File: src/rtl/alu.sv
// alu: RV32I integer ALU with a one-cycle registered result.
// Optional feature macro ALU_FLAGS_EN adds a registered zero flag output.
module alu #(
    parameter int WIDTH   = 32,
    parameter int SHAMT_W = 5
) (
    input  logic             clk,
    input  logic             rst_n,
    input  logic [WIDTH-1:0] A,
    input  logic [WIDTH-1:0] B,
    input  logic [3:0]       ALUSel,
    output logic [WIDTH-1:0] d_out
`ifdef ALU_FLAGS_EN
    ,
    output logic             zero
`endif
);

    typedef enum logic [3:0] {
        OP_ADD  = 4'b0000,
        OP_SUB  = 4'b0001,
        OP_SLL  = 4'b0010,
        OP_SLT  = 4'b0011,
        OP_SLTU = 4'b0100,
        OP_XOR  = 4'b0101,
        OP_SRL  = 4'b0110,
        OP_SRA  = 4'b0111,
        OP_OR   = 4'b1000,
        OP_AND  = 4'b1001,
        OP_JALR = 4'b1010,
        OP_LUI  = 4'b1011
    } op_t;

    logic [SHAMT_W-1:0] shamt;
    logic [WIDTH-1:0]   sum;
    logic [WIDTH-1:0]   result;
    logic               lt_signed;
    logic               lt_unsigned;

    assign shamt       = B[SHAMT_W-1:0];
    assign sum         = A + B;
    assign lt_signed   = $signed(A) < $signed(B);
    assign lt_unsigned = A < B;

    // Select the operation result; reserved codes yield zero.
    always_comb begin
        result = '0;
        case (op_t'(ALUSel))
            OP_ADD:  result = sum;
            OP_SUB:  result = A - B;
            OP_SLL:  result = A << shamt;
            OP_SLT:  result = {{(WIDTH-1){1'b0}}, lt_signed};
            OP_SLTU: result = {{(WIDTH-1){1'b0}}, lt_unsigned};
            OP_XOR:  result = A ^ B;
            OP_SRL:  result = A >> shamt;
            OP_SRA:  result = $unsigned($signed(A) >>> shamt);
            OP_OR:   result = A | B;
            OP_AND:  result = A & B;
            OP_JALR: result = {sum[WIDTH-1:1], 1'b0};
            OP_LUI:  result = B;
            default: result = '0;
        endcase
    end

    // Register the result every cycle; reset clears it asynchronously.
    always_ff @(posedge clk or negedge rst_n) begin
        if (!rst_n)
            d_out <= '0;
        else
            d_out <= result;
    end

`ifdef ALU_FLAGS_EN
    // Zero flag tracks the registered result, so it resets to 1.
    always_ff @(posedge clk or negedge rst_n) begin
        if (!rst_n)
            zero <= 1'b1;
        else
            zero <= (result == '0);
    end
`endif

endmodule

File: config.mk
export PLATFORM = sky130hd
export DESIGN_NAME = alu
export DESIGN_NICKNAME = d
export VERILOG_FILES = /design/src/rtl/alu.sv
export SDC_FILE = /design/constraint.sdc
export NUM_CORES = 1
export LEC_CHECK = 0
export CAP_MARGIN = 20
export CORE_MARGIN = 2
export CORE_UTILIZATION = 60
export DETAILED_ROUTE_END_ITERATION = 12
export DONT_BUFFER_PORTS = 1
export GPL_ROUTABILITY_DRIVEN = 0
export MAX_ROUTING_LAYER = met4
export PLACE_DENSITY = 0.75
export SLEW_MARGIN = 10
export SYNTH_ARGS = -nofsm -noshare
export SYNTH_HDL_FRONTEND = slang
export SYNTH_SLANG_ARGS = --single-unit
File: constraint.sdc
create_clock -name clk -period 0.83 [get_ports clk]
set_input_delay 0.0415 -clock clk [delete_from_list [all_inputs] [get_ports clk]]
set_output_delay 0.0415 -clock clk [all_outputs]
set_load 0.005 [all_outputs]
==> results of run 1 <==
[what timing repair did]
item	in CTS
endpoints found under the setup margin	32
hold buffers	7
buffers inserted	31
endpoints found under the hold margin	43
gates resized for setup	182
pin swaps	89
[stage by stage]
step                instance area, um^2  std cells
floorplan                          9739       1270
CTS                               13830       1829
global placement                  12570       1787
detailed placement                12570       1787
[cells by family after synthesis]
group / share of synthesized area [%]
buffers and inverters: 8.028
adder cells (fa/ha/maj): 14.05
XOR/XNOR: 0.6481
AND/OR/NAND/NOR: 17.70
AO/OA/AOI/OAI: 34.73
multiplexers: 16.39
flip-flops: 8.465
[layer usage]
| metal | GRT overflow | global-route usage (%) |
|---|---|---|
| met1 | 13 | 89.47 |
| met2 | 120 | 99.60 |
| met3 | 19 | 80.76 |
| met4 | 82 | 93.04 |
| met5 | - | - |
[cells in the mapped netlist, drive strengths merged, types with 10 or more instances]
master,count
nand2,99
a21oi,106
nand3,16
a22oi,23
dfrtp,32
o21bai,17
a221oi,18
o31ai,10
a31oi,19
mux4,46
mux2,19
a211oi,17
buf,42
a222oi,14
o21ai,96
o211ai,30
nor2,122
or3,15
o221ai,10
o22ai,18
a221o,11
a21o,13
ha,103
nor3,32
mux2i,30
nor2b,13
nand2b,16
inv,92
clkbuf,56
==> results.md, run 1 <==
- Status: did not finish
- Last stage reached: global routing (5_1_grt)
- First error: [ERROR GRT-0232] Routing congestion too high. Check the congestion heatmap in the GUI.
- Post-synthesis async set-or-reset flop share: 100.0%
- CTS sink cnt: 32
- Dominant synthesized flop cell: dfrtp_1
- Pin count of the biggest net entering global routing: 86
- Die Width: 129.6 um
- Final HPWL DP: 33.29 mm
- Synth Instances: 1,270
- Dpl ws: -2.195 ns
- Largest cells by area after synthesis: ha_1, mux4_2, dfrtp_1, a21oi_1, o21ai_0
- Post-synth top area share: 13.62%
- Synthesized area: 9460 um^2
- Distinct cells, synth: 81
- CTS max path bufs: 2
- Std-Cell Rows: 45
- I/O pin total: 102
- Clk root buf: clkbuf_16
- TritonCTS buffer count: 5
- Sequential fraction of the synthesis area: 8.464%
- Congestion Overflow GR: 234
- H-tree depth: 2
- Syn. warnings: 0
- Net count of the mapped netlist: 1,445
- Die height: 129.6 um
- Port Buffers: 0
- Total GRT Usage: 91.03%
- Number of synthesized flops with an enable pin: 0
- Syn Area/Cell: 7.449 um^2
- Count of state elements after synthesis: 32
- Largest area contributor in the netlist: ha_1
- Initial Utilization: 61.77%
==> run 2, diff against run 1 <==
Settings changed: CORE_UTILIZATION 60 to 40, MAX_ROUTING_LAYER met4 to not set, PLACE_DENSITY 0.75 to not set, PLACE_DENSITY_LB_ADDON set to 0.15.
==> run 2 against run 1 <==
- the flow now finishes, with violations (negative hold slack, negative setup slack)
- synthesized cell count stayed put
- synthesized area stayed put
==> results.md, run 2 <==
- Drt via density: 6.397
- Post-synth top area share: 13.62%
- Relative slew margins: 33.46%
- I/O pin total: 102
- Pin count of the biggest net entering global routing: 86
- Sequential fraction of the synthesis area: 8.464%
- Share of layout cells above drive strength 1: 43.56%
- Synth Instances: 1,270
- Count of final setup violators: 32
- Worst hold path class: primary input to register
- Worst-path clk slew: 0.07 ns
- TNS Setup: -39.59 ns
- Nets: 1,829
- Routed WL per cell: 23.56 um
- CP max stage delay: 0.40 ns
- Most frequent cells in the layout: buf_4, nor2_1, ha_1
- Vias in the first global route: 12,060
- Max FFs per register: 32
- Distinct cells, synth: 81
- CTS max path bufs: 2
- Vias: 12,630
- CTS sink cnt: 32
- Die Width: 157.8 um
- Status: finished, violations left
- Arr. time, crit path: 2.66 ns
- Syn Area/Cell: 7.449 um^2
- Std-Cell Rows: 56
- Max-slew violations: 0
- Core ar.: 23,330 um^2
- Final ANT Viol Nets: 0
- Crit Path Category: primary input to register
- Worst Setup SP: A[0]
- Final Hold Fails: 1
- Dpl cell area: 12,910 um^2
- Most frequent cell after synthesis: nor2_1
- Die height: 157.8 um
- Initial Utilization: 40.55%
- Commonest cells post-synth: nor2_1, a21oi_1, ha_1
- Largest cells by area after synthesis: ha_1, mux4_2, dfrtp_1, a21oi_1, o21ai_0
- Hold depth: 2
- Peak VDD IR: 0.7763 mV
- Minimum clock period: 2.422 ns
- Cell Pwr Density: 910.3 nW/um^2
- Die ar.: 24,900 um^2
- Hold_buf cts: 6
- DRC violations left: 0
- Hold Path End: d_out[12]
- Congestion Overflow GR: 0
- Dominant synthesized flop cell: dfrtp_1
- Layout Cells excl Fill: 1,975
- Post-synthesis async set-or-reset flop share: 100.0%
- Lkg Pwr: 6.480 nW
- Maximum fanout along the worst path: 5
- Min-delay src: B[4]
- Final HPWL DP: 34.86 mm
- TritonCTS buffer count: 5
- Number of synthesized flops with an enable pin: 0
- Crit share post-route: 291.8%
- Final hold slack: -0.03510 ns
- Placed Instances: 1,925
- H-tree depth: 2
- Power consumption: 13.21 mW
- Synthesized area: 9460 um^2
- Reg with most FFs: d_out
- Count of state elements after synthesis: 32
- Total GRT Usage: 36.49%
- CTS tree: built
- Initial DRT Pass Iterations: 5
- CP Capture Type: register
- Failing checks: negative hold slack, negative setup slack
- Critical path's slowest cell: fa_2
- Worst path required time: 1.06 ns
- CP cell instances: inv_8 > ha_4 > fa_2 > o21bai_4 > o211ai_1 > a2111oi_2 > buf_4 > o211ai_1 > a21oi_2 > a21boi_2 > or3_1 > or3_1 > o21ai_1
- Initial antenna violation count: 1
- Port Buffers: 0
- Most common cell after layout, fill and taps aside: buf_4
- FMAX: 412.9 MHz
- Worst setup SP type: primary input
- Top Registers: d_out x32
- Final WS setup: -1.592 ns
- Net count of the mapped netlist: 1,445
- FILL cells: 2,067
- First-pass GRT wire length: 69.22 mm
- Final Cell Area: 14,510 um^2
- Max-Cap Viols: 0
- Slew at the pin with the worst max-slew slack: 0.9949 ns
- Syn. warnings: 0
- Initial DRC count: 1,397
- Clk root buf: clkbuf_16
- Dpl ws: -2.253 ns
- Routed wire length: 46.53 mm
- RSZ-0062 raised after global routing: true
- Largest area contributor in the netlist: ha_1
- Layout Area Growth over Synthesis: 53.35%
## run 2: kinds of logic after synthesis
| kind of cell | share of synthesized area, % |
|---|---|
| AOI/OAI and AO/OA | 34.73 |
| and+or+nand+nor | 17.70 |
| buffers and inverters | 8.028 |
| adders and majority gates | 14.05 |
| muxes | 16.39 |
| DFF | 8.465 |
| xor gates and xnor gates | 0.6481 |
## run 2: per-stage QoR
step / utilization [%] / hold slack (ns)
global route: 62.17 / -0.04949
floorplan: - / -0.2541
CTS: 60.16 / -0.0006976
finish: 62.18 / -0.03510
global placement: 55.35 / -0.2528
detailed placement: 55.35 / -0.2530
## run 2: timing repair
item / 4_1_cts / 5_1_grt
hold endpoints to repair: 42 / 1
resized for setup: 171 / 73
setup buffers: 27 / 14
endpoints found under the setup margin: 32 / 32
pin swaps: 75 / 61
## run 2: power by group
part	total [mW]	internal (mW)	switching [mW]	leakage (nW)
Combinational	9.08	4.57	4.51	6.02
Clock	2.15	1.21	0.948	0.0712
Sequential	1.97	1.82	0.156	0.387
## run 2: layout make-up
class                   instances  area (um^2)  share of cell area (%)
diodes                          1        2.502                 0.01725
clock buffers                   8        146.4                   1.009
inverters                      94        390.4                   2.691
multi-input cells            1046         8999                   62.03
flip-flops and latches         32        800.8                   5.520
well taps                     319        399.1                   2.751
repair buffers                475         3770                   25.99
## run 2: routing by layer
layer | wire length [um] | share of wire (%) | up-vias | track usage [%]
met1 | 18330 | 39 | 6032 | 47.27
met4 | 2283 | 4.9 | 0 | 15.71
met5 | 0 | 0 | - | 0
li1 | - | - | 5600 | -
met3 | 5695 | 12 | 160 | 10.76
met2 | 20230 | 43 | 842 | 56.27
## run 2: worst max-delay path by stage
stage                endpoint  slack, ns
finish              d_out[26]      -1.59
global route        d_out[26]      -1.70
CTS                 d_out[26]      -1.56
detailed placement  d_out[26]      -2.25
global placement    d_out[26]      -2.17
floorplan           d_out[26]      -2.04
## run 2: critical path, delay by kind of cell
family,cells,cell delay [ns]
adders and majority gates,2,0.55
buffers and inverters,2,0.22
and+or+nand+nor,2,0.65
AOI/OAI and AO/OA,7,1.21
No activity file was read; power rests on OpenSTA's default activity.
